**src/rtl/pc_fetch_seq.sv**
```systemverilog
// Program-counter sequencer for the fetch stage.
// Holds the current PC and advances it by STEP when decode accepts it.
// It takes redirects from branches and jumps, and presents the PC to decode
// with a valid/ready handshake.
// A misaligned redirect target traps the block into a sticky FAULT state.
// Only reset leaves FAULT.
module pc_fetch_seq #(
  parameter int unsigned      WIDTH    = 32,
  parameter logic [WIDTH-1:0] RESET_PC = '0,
  parameter int unsigned      STEP     = 4
) (
  input  logic             clk,
  input  logic             reset,
  input  logic             en,
  input  logic             redirect,
  input  logic [WIDTH-1:0] target,
  input  logic             out_ready,
  output logic [WIDTH-1:0] pc,
  output logic [WIDTH-1:0] pc_next,
  output logic             out_valid,
  output logic             fault,
  output logic [WIDTH-1:0] fault_pc
);

  typedef enum logic [1:0] {
    BOOT  = 2'd0,
    RUN   = 2'd1,
    FAULT = 2'd2
  } state_t;

  localparam logic [WIDTH-1:0] STEP_W     = WIDTH'(STEP);
  // STEP is a power of two, so the low bits of the target must be zero.
  localparam logic [WIDTH-1:0] ALIGN_MASK = WIDTH'(STEP - 1);

  state_t           state_reg, state_next;
  logic [WIDTH-1:0] pc_reg, pc_value_next;
  logic             fault_reg, fault_next;
  logic [WIDTH-1:0] fault_pc_reg, fault_pc_next;
  logic             misaligned;
  logic             handshake;

  assign misaligned = |(target & ALIGN_MASK);
  assign handshake  = en & out_ready;

  // The sequential successor wraps mod 2^WIDTH and has no carry out.
  assign pc_next   = pc_reg + STEP_W;
  assign pc        = pc_reg;
  assign out_valid = (state_reg == RUN);
  assign fault     = fault_reg;
  assign fault_pc  = fault_pc_reg;

  // Next-state and next-PC selection.
  // The priority order is: misaligned redirect, redirect, handshake, hold.
  always_comb begin
    state_next    = state_reg;
    pc_value_next = pc_reg;
    fault_next    = fault_reg;
    fault_pc_next = fault_pc_reg;
    case (state_reg)
      BOOT: begin
        state_next = RUN;
      end
      RUN: begin
        if (redirect && misaligned) begin
          state_next    = FAULT;
          fault_next    = 1'b1;
          fault_pc_next = target;
        end else if (redirect) begin
          // A redirect is a flush, so it ignores a stall or a cleared enable.
          pc_value_next = target;
        end else if (handshake) begin
          pc_value_next = pc_next;
        end
      end
      FAULT: begin
        state_next = FAULT;
      end
      default: begin
        state_next = BOOT;
      end
    endcase
  end

  // State and PC registers.
  // The synchronous reset has priority over every input.
  always_ff @(posedge clk) begin
    if (reset) begin
      state_reg    <= BOOT;
      pc_reg       <= RESET_PC;
      fault_reg    <= 1'b0;
      fault_pc_reg <= '0;
    end else begin
      state_reg    <= state_next;
      pc_reg       <= pc_value_next;
      fault_reg    <= fault_next;
      fault_pc_reg <= fault_pc_next;
    end
  end

endmodule

```
**config.mk**
```make
export PLATFORM = sky130hd
export DESIGN_NAME = pc_fetch_seq
export DESIGN_NICKNAME = d
export VERILOG_FILES = /design/src/rtl/pc_fetch_seq.sv
export SDC_FILE = /design/constraint.sdc
export NUM_CORES = 1
export LEC_CHECK = 0
export ABC_AREA = 1
export CAP_MARGIN = 20
export CORE_MARGIN = 2
export CORE_UTILIZATION = 48
export DETAILED_ROUTE_END_ITERATION = 6
export HOLD_SLACK_MARGIN = 0.03
export PLACE_DENSITY = 0.86
export SYNTH_ARGS = -nofsm -noshare
export SYNTH_HDL_FRONTEND = slang
export SYNTH_SLANG_ARGS = --single-unit
```
**constraint.sdc**
```tcl
create_clock -name clk -period 3.4 [get_ports clk]
set_input_delay 0.34 -clock clk [delete_from_list [all_inputs] [get_ports clk]]
set_output_delay 0.34 -clock clk [all_outputs]
set_load 0.02 [all_outputs]
```
==> results of run 1 <==
-- metrics by stage --
stage	hold WS [ns]	setup slack (ns)
2_1_floorplan	0.409	1.53
3_3_place_gp	0.452	1.03
3_5_place_dp	0.460	0.973
4_1_cts	0.470	0.616
5_1_grt	0.491	0.429
6_report	0.469	0.620
-- power breakdown --
part / leakage (nW) / internal, mW / total (mW) / switching [mW]
clock network: 0.126 / 0.508 / 0.821 / 0.313
registers: 0.546 / 0.935 / 1.09 / 0.153
logic: 1.24 / 0.544 / 1.21 / 0.665
-- worst max-delay path, cell delays in order (launching register included) --
cell             delay [ns]
dfxtp_1                0.40
ha_1                   0.25
nand2_1                0.08
nor2_2                 0.12
nand2_2                0.12
nor2_4                 0.22
nand2_1                0.08
nand2_1                0.09
and2_1                 0.14
clkdlybuf4s50_1        0.60
-- metal layers --
| metal | part of all wire [%] | wire length (µm) | global-route usage (%) | up-vias |
|---|---|---|---|---|
| met5 | 0 | 0 | 0 | - |
| met4 | 2.9 | 318 | 12.5 | 0 |
| met3 | 7.4 | 818 | 3.69 | 29 |
| met2 | 46 | 5050 | 43.7 | 195 |
| met1 | 44 | 4830 | 37.7 | 1735 |
| li1 | - | - | - | 1887 |
-- cell usage in the layout (no fill, tap or decap) --
cell type / instances
nor2_1: 88
buf_4: 5
bufinv_16: 3
ha_1: 3
o211ai_1: 1
xnor2_1: 5
a211oi_1: 2
inv_1: 28
a21oi_1: 58
nand2_1: 110
nand2_4: 1
dfxtp_1: 67
clkinv_4: 2
clkbuf_8: 10
nand3b_1: 5
xor2_1: 5
xor2_2: 5
and2_1: 5
o21ai_1: 3
clkinv_2: 1
clkdlybuf4s50_1: 134
o21ai_0: 60
nor2_2: 2
nand3_1: 16
inv_2: 2
a31oi_1: 2
nor2_4: 9
nand2_2: 5
-- kinds of logic after synthesis --
group	count (synthesis)	share of synthesized area (%)
buffers and inverters	57	7.01
AND/OR/NAND/NOR	241	30.1
flip-flops	67	38.5
AO/OA/AOI/OAI	126	18.4
adder cells (fa/ha/maj)	3	1.08
XOR/XNOR	15	4.85
-- how the worst min path moves through the flow --
stage                                     endpoint  slack (ns)  cells after the start
after floorplan           fault_pc[0]$_SDFFE_PP0P_        0.41                      1
after global routing      fault_pc[0]$_SDFFE_PP0P_        0.49                      2
after detailed placement  fault_pc[0]$_SDFFE_PP0P_        0.46                      2
final                     fault_pc[0]$_SDFFE_PP0P_        0.47                      2
after global placement    fault_pc[0]$_SDFFE_PP0P_        0.45                      2
after CTS                 fault_pc[0]$_SDFFE_PP0P_        0.47                      2
-- layout make-up --
type / instances / share of cell area, %
Multi-Input combinational cell: 385 / 37.2
Inverter: 30 / 2.21
Timing Repair Buffer: 139 / 27.0
Tap cell: 99 / 2.43
Clock buffer: 10 / 2.70
Clock inverter: 6 / 2.21
Sequential cell: 67 / 26.3
==> reports/qor.txt, run 1 <==
post-DR wirelength/cell = 15.0 µm
Syn Area/Cell = 6.84 µm²
Post-CTS Setup Bufs = 0
Critical Path Fanout Max = 5
Distinct cells, synth = 28
TritonCTS clock tree = built
Area Overhead vs Synth = 46.6%
Least-Margin Pin Slew = 0.926 ns
Synth Flop Type = dfxtp_1
Multi-input gate area = 1900 µm²
cell total after placement = 720
die width = 89.2 µm
min-delay src = fault_pc[0]$_SDFFE_PP0P_
Post-DRT Antenna Nets = 0
Worst setup SP type = flip-flop
core area = 7140 µm²
Clock transition at path regs = 0.07 ns
top cells by count, synth = 110 x nand2_1, 88 x nor2_1, 67 x dfxtp_1, 60 x o21ai_0, 58 x a21oi_1
top cells by area, synth = dfxtp_1 39%, nand2_1 12%, nor2_1 9.5%, o21ai_0 8.6%, a21oi_1 8.3%
die height = 89.2 µm
cell count after synthesis = 509
crit path to = pc_next[26]
dpl cell area = 4850 µm²
Power Dens Cells = 611 nW/µm²
share of flip-flops with an asynchronous set or reset = 0%
Ant. Diodes = 0
count of final setup violators = 0
Hold Vio Cnt, Final = 0
status = complete, no violations
Yosys top cell area share = 38.5%
Crit path arrival time = 2.44 ns
fillers = 610
R2R Path End = fault_pc[6]$_SDFFE_PP0P_
Tcrit/Tclk final = 81.8%
Worst R2R Setup Slack = 1.40 ns
first-pass GRT wire length = 16900 µm
Reg area = 1340 µm²
design area = 5100 µm²
hold_buf cts = 0
HP Class = reg -> reg
CP startpoint = pc[3]$_SDFFE_PP0P_
post-route insts no fill = 736
worst r2r src = state_reg[1]$_SDFFE_PP0P_
vias in the first global route = 3530
Leakage = 1.91 nW
Req. time, crit path = 3.06 ns
GR Util All Layers = 27.7%
First-pass DRT Iterations = 5
Max VDD drop = 0.000311 V
final WL = 11000 µm
Final min period = 2.78 ns
Port Buf Inserts = 134
CTS Buf Count = 9
number of flops mapped to enable cells by yosys = 0
hpwl dp = 8260 µm
Reg2Reg Depth = 7
Max-cap violations = 0
number of gates resized after CTS = 0
starting density of the core = 48.8%
H-Tree Depth = 3
post-synth top area cell = dfxtp_1
GRT overflow = 0
largest net degree at the start of global routing = 56
fin util = 71.5%
via/cell ratio = 5.23
clock sink total = 67
Crit Path Class = reg -> out
antenna violations before repair = 0
Tot Pwr = 3.12 mW
Final Max Slew Viols = 0
mapped cell area = 3480 µm²
Final #Nets = 672
Ys Warns = 0
layout cell share with drive strength beyond 1 = 7.06%
CP endpoint kind = output port
Slew headroom = 38.2%
Post-Route Setup TNS = 0 ns
Vias = 3846
most frequent cell after synthesis = nand2_1
DR iter-0 viols = 366
die area = 7950 µm²
skew final = 0.00725 ns
Clock Tree Buf Depth = 2
RSZ-0062 raised after global routing = false
row cnt = 31
Yosys reg bits = 67
fmax = 360 MHz
clk_lat worst skew = 0.34 ns
Root Driver = clkbuf_8
routability cong. = 0.908
Seq/Total Area, Yosys = 38.5%
I/O Pins = 135
syn nets = 549
DRC = 0
No activity file was read; power rests on OpenSTA's default activity.
==> inputs of run 2 (changes only) <==
- CORE_UTILIZATION: 48 -> 44
- PLACE_DENSITY: 0.86 -> 0.79
- clock period: 3.4 -> 2.65 ns (I/O delays scaled with it)
==> reports/qor.txt, run 2 (synthesis gave the netlist of run 1 again) <==
design area = 5100 µm² (about the same)
hold_buf cts = 0 (unchanged)
clock sink total = 67 (unchanged)
Root Driver = clkbuf_8
row cnt = 32 (+3.2%)
Clock Tree Buf Depth = 2 (unchanged)
commonest non-fill, non-tap cell in the layout = clkdlybuf4s50_1
largest net degree at the start of global routing = 54 (-3.6%)
CTS Buf Count = 9 (unchanged)
Worst R2R Setup Slack = 1.02 ns (-0.38 ns)
routability cong. = 0.917 (+0.91%)
TritonCTS clock tree = built
CP endpoint kind = output port
Slew headroom = 69.9% (+32 points)
cell repeated most along the worst path = nand2_1
slowest stage cell, crit path = clkdlybuf4s50_1
Post-DRT Antenna Nets = 0 (unchanged)
post-route insts no fill = 740 (+0.54%)
Post-Route Setup TNS = 0 ns (unchanged)
via/cell ratio = 5.06 (-3.2%)
Worst Hold Depth = 2 (unchanged)
die width = 92.9 µm (+4.3%)
most frequent cells in the layout = 125 x clkdlybuf4s50_1, 110 x nand2_1, 88 x nor2_1, 63 x dfxtp_1, 60 x o21ai_0
Vias = 3744 (-2.7%)
Worst setup SP type = flip-flop
Max VDD drop = 0.000316 V (+1.5%)
post-DR wirelength/cell = 15.0 µm (+0.26%)
Final #Nets = 673 (+0.15%)
dpl cell area = 4880 µm² (+0.49%)
clk_lat worst skew = 0.33 ns (about the same)
count of final setup violators = 0 (unchanged)
core area = 7690 µm² (+7.7%)
Area Overhead vs Synth = 46.4% (about the same)
Crit path max-delay family = simple AND/OR/NAND/NOR gates
skew final = 0.00636 ns (-0.000891 ns)
number of gates resized after CTS = 0 (unchanged)
first-pass GRT wire length = 17800 µm (+4.8%)
Final min period = 2.51 ns
Multi-input gate area = 1900 µm² (unchanged)
Req. time, crit path = 2.38 ns (-0.68 ns)
Least-Margin Pin Slew = 0.450 ns (-0.476 ns)
critical path cell sequence = ha_1 > nand2_1 > nor2_2 > nand2_1 > nor2_4 > nand3b_1 > nand2_1 > clkdlybuf4s50_1
Ant. Diodes = 0 (unchanged)
Max-cap violations = 0 (unchanged)
DRC = 0 (unchanged)
Hold Vio Cnt, Final = 0 (unchanged)
Hold EP = pc[1]$_SDFFE_PP0P_
antenna violations before repair = 0 (unchanged)
DR iter-0 viols = 232 (-37%)
die height = 92.9 µm (+4.3%)
Reg area = 1350 µm² (+0.37%)
die area = 8640 µm² (+8.7%)
GRT overflow = 0 (unchanged)
HP Class = reg -> reg
layout cell share with drive strength beyond 1 = 7.68% (+0.62 points)
starting density of the core = 45.3% (-3.5 points)
hpwl dp = 8310 µm (+0.62%)
Port Buf Inserts = 134 (unchanged)
CP max stage delay = 0.61 ns (about the same)
min-delay src = pc[1]$_SDFFE_PP0P_
fmax = 398 MHz
Post-CTS Setup Bufs = 0 (unchanged)
I/O Pins = 135 (unchanged)
H-Tree Depth = 3 (unchanged)
RSZ-0062 raised after global routing = false
Clock transition at path regs = 0.07 ns (about the same)
First-pass DRT Iterations = 6 (+1)
vias in the first global route = 3581 (+1.4%)
GR Util All Layers = 25.9% (-1.8 points)
Final Max Slew Viols = 0 (unchanged)
Power Dens Cells = 744 nW/µm² (+22%)
cell total after placement = 724 (+0.56%)
worst r2r src = state_reg[1]$_SDFFE_PP0P_
Crit Path Class = reg -> out
fillers = 686 (+12%)
status = complete, no violations
Leakage = 2.05 nW (+7.4%)
Reg2Reg Depth = 7 (unchanged)
R2R Path End = pc[19]$_SDFFE_PP0P_
Crit path arrival time = 2.25 ns (-0.19 ns)
final WL = 11100 µm (+0.81%)
critical path buffer and inverter count = 1 (unchanged)
Tcrit/Tclk final = 94.8%
Critical Path Fanout Max = 4 (-1)
[run 2: worst max-delay path by stage]
stage	start	to	slack, ns	cells past startpoint
after CTS	pc[3]$_SDFFE_PP0P_	pc_next[22]	0.03	9
after floorplan	pc[3]$_SDFFE_PP0P_	pc[14]$_SDFFE_PP0P_	0.84	8
after detailed placement	pc[3]$_SDFFE_PP0P_	pc_next[22]	0.42	9
after global placement	pc[3]$_SDFFE_PP0P_	pc_next[22]	0.44	9
after global routing	pc[3]$_SDFFE_PP0P_	pc_next[20]	0.007	8
final	pc[3]$_SDFFE_PP0P_	pc_next[24]	0.14	8
[run 2: cell type report]
| class | instances | area share (%) |
|---|---|---|
| well taps | 102 | 2.50 |
| clock inverters | 5 | 1.03 |
| clock buffers | 11 | 2.77 |
| repair buffers | 140 | 27.9 |
| multi-input cells | 385 | 37.2 |
| flip-flops and latches | 67 | 26.4 |
| inverters | 30 | 2.21 |
[run 2: worst min-delay path: stages (launching register included)]
cell and delay [ns]:
dfxtp_1 0.32, nand3_1 0.08, inv_1 0.03
[run 2: stage by stage]
step	utilization, %	hold WS (ns)	total power, mW	worst slack [ns]
2_1_floorplan	-	0.334	2.21	0.844
3_3_place_gp	63.4	0.451	2.93	0.445
3_5_place_dp	63.4	0.461	2.96	0.424
4_1_cts	66.0	0.471	3.81	0.0255
5_1_grt	66.3	0.493	4.01	0.00724
6_report	66.3	0.471	3.79	0.137
[run 2: where the power goes]
group	switching [mW]	internal, mW	leakage (nW)
registers	0.189	1.20	0.548
logic	0.861	0.694	1.40
clock network	0.389	0.456	0.0991
total	1.44	2.35	2.05
[run 2: layer usage]
metal	part of all wire, %	up-vias	global-route usage, %
met4	1.8	0	7.84
met5	0	-	0
met1	47	1707	36.5
met2	46	130	40.6
met3	5.4	17	4.23
li1	-	1890	-
==> inputs of run 3 (changes only) <==
- CORE_UTILIZATION: 44 -> 40
- PLACE_DENSITY: 0.79 -> 0.73
- SLEW_MARGIN: not set -> 20
==> reports/qor.txt, run 3 (synthesis gave the netlist of run 1 again) <==
Worst Hold Depth = 2 (unchanged)
count of final setup violators = 0 (unchanged)
Max VDD drop = 0.000409 V (+29%)
Post-CTS Setup Bufs = 0 (unchanged)
GR Util All Layers = 22.7% (-3.2 points)
skew final = 0.0120 ns (+0.00567 ns)
die area = 9460 µm² (+9.6%)
Critical Path Fanout Max = 4 (unchanged)
GRT overflow = 0 (unchanged)
Vias = 3768 (+0.64%)
Worst setup SP type = flip-flop
status = complete, no violations
Final min period = 2.55 ns (+0.0377 ns)
row cnt = 34 (+6.3%)
clk_lat worst skew = 0.34 ns (about the same)
CP endpoint kind = output port
Max-cap violations = 0 (unchanged)
layout cell share with drive strength beyond 1 = 7.37% (-0.31 points)
Reg2Reg Depth = 7 (unchanged)
HP Class = reg -> reg
Multi-input gate area = 1900 µm² (+0.13%)
Clock Tree Buf Depth = 2 (unchanged)
Clock power frac = 26.1% (+3.8 points)
Tcrit/Tclk final = 96.3% (+1.4 points)
fillers = 802 (+17%)
starting density of the core = 40.5% (-4.8 points)
vias in the first global route = 3457 (-3.5%)
design area = 5140 µm² (+0.79%)
antenna violations before repair = 0 (unchanged)
Int Pwr = 2.51 mW (+6.8%)
Clock transition at path regs = 0.07 ns (about the same)
post-DR wirelength/cell = 15.0 µm (-0.31%)
Hold Vio Cnt, Final = 0 (unchanged)
Final Max Slew Viols = 0 (unchanged)
commonest non-fill, non-tap cell in the layout = clkdlybuf4s50_1
sw power = 1.46 mW (+1.7%)
Least-Margin Pin Slew = 0.464 ns (+0.0143 ns)
final WL = 11200 µm (+0.50%)
Setup WS pre-CTS = 0.394 ns (-0.0303 ns)
dpl cell area = 4880 µm² (about the same)
hpwl dp = 8280 µm (-0.35%)
Reg area = 1340 µm² (-0.37%)
switching share of power = 36.8% (-1.1 points)
I/O Pins = 135 (unchanged)
Final #Nets = 674 (+0.15%)
combinational power share = 38.9% (-2.1 points)
largest net degree at the start of global routing = 35 (-35%)
fmax = 392 MHz (-1.5%)
Post-DRT Antenna Nets = 0 (unchanged)
clock sink total = 67 (unchanged)
Root Driver = clkbuf_8
DRC = 0 (unchanged)
die height = 97.3 µm (+4.7%)
Seq pwr share = 35.1% (-1.6 points)
CP max stage delay = 0.67 ns (+0.06 ns)
RSZ-0062 raised after global routing = false
final worst setup slack = 0.0992 ns (-0.0378 ns)
CTS Buf Count = 9 (unchanged)
TritonCTS clock tree = built
core area = 8590 µm² (+12%)
critical path cell sequence = ha_1 > nand2_1 > nor2_2 > nand2_2 > xnor2_1 > clkdlybuf4s50_1
Ant. Diodes = 0 (unchanged)
H-Tree Depth = 3 (unchanged)
Power Dens Cells = 774 nW/µm² (+4.0%)
Crit path arrival time = 2.29 ns (+0.04 ns)
slowest stage cell, crit path = clkdlybuf4s50_1
die width = 97.3 µm (+4.7%)
Slew headroom = 69.0% (-0.96 points)
Port Buf Inserts = 134 (unchanged)
via/cell ratio = 5.05 (-0.17%)
Req. time, crit path = 2.38 ns (about the same)
Area Overhead vs Synth = 47.6%
First-pass DRT Iterations = 4 (-2)
Crit Path Class = reg -> out
first-pass GRT wire length = 17500 µm (-1.6%)
Leakage = 2.06 nW (+0.30%)
DR iter-0 viols = 178 (-23%)
most frequent cells in the layout = 124 x clkdlybuf4s50_1, 110 x nand2_1, 87 x nor2_1, 67 x dfxtp_1, 60 x o21ai_0
routability cong. = 0.924 (+0.80%)
Post-Route Setup TNS = 0 ns (unchanged)
==> run 3: cell count changes in the layout (fill, tap and decap cells not counted), moves of 2 or more <==
cell | before | now
clkinv_4 | 0 | 2
dfxtp_2 | 4 | 0
clkinv_2 | 3 | 0
dfxtp_1 | 63 | 67
buf_4 | 5 | 7
bufinv_16 | 1 | 3
dlygate4sd2_1 | 0 | 2
==> run 3: timing repair <==
| action | 4_1_cts | 5_1_grt |
|---|---|---|
| gates resized for setup | 2 | 9 |
| endpoints found under the setup margin | 2 | 8 |
| hold buffers | 0 | 0 |
==> run 3: worst paths after layout <==
path                            start                  endpoint  slack (ns)
max                pc[3]$_SDFFE_PP0P_               pc_next[10]         0.1
min          fault_pc[1]$_SDFFE_PP0P_  fault_pc[1]$_SDFFE_PP0P_        0.46
max reg2reg        pc[3]$_SDFFE_PP0P_       pc[12]$_SDFFE_PP0P_        1.00
min reg2reg  fault_pc[1]$_SDFFE_PP0P_  fault_pc[1]$_SDFFE_PP0P_        0.46
==> run 3: worst max-delay path: cells and delay by family (launching register included) <==
| family | cells | cell delay [ns] |
|---|---|---|
| buffers and inverters | 1 | 0.67 |
| DFF | 1 | 0.40 |
| and+or+nand+nor | 3 | 0.34 |
| xor gates and xnor gates | 1 | 0.30 |
| adders and majority gates | 1 | 0.25 |
==> run 3: layout make-up <==
type	count	share of cell area, %
clock buffer	9	2.41
multi-input combinational	385	36.9
sequential	67	26.1
clock inverter	6	2.24
tap	108	2.63
timing repair buffer	141	27.5
inverter	30	2.19
==> run 3: metal layers <==
layer	track usage [%]	share of wire, %
met3	2.66	5.5
met2	37.1	47
met4	7.91	1.7
met1	31.2	46
met5	0	0
==> run 3: through the flow <==
step	power [mW]	hold slack (ns)	instances	utilization [%]
after global placement	2.94	0.451	731	56.8
final	3.98	0.463	746	59.8
after global routing	4.16	0.481	746	59.8
after floorplan	2.21	0.334	509	-
after detailed placement	2.96	0.455	731	56.8
after CTS	3.99	0.465	746	59.5
==> run 3: power by group through the flow <==
stage / sequential, mW / clock (mW) / combinational (mW)
floorplan: 1.59 / 0 / 0.624
global placement: 1.40 / 0 / 1.54
detailed placement: 1.41 / 0 / 1.55
CTS: 1.39 / 1.04 / 1.56
global route: 1.42 / 1.07 / 1.66
finish: 1.40 / 1.04 / 1.54
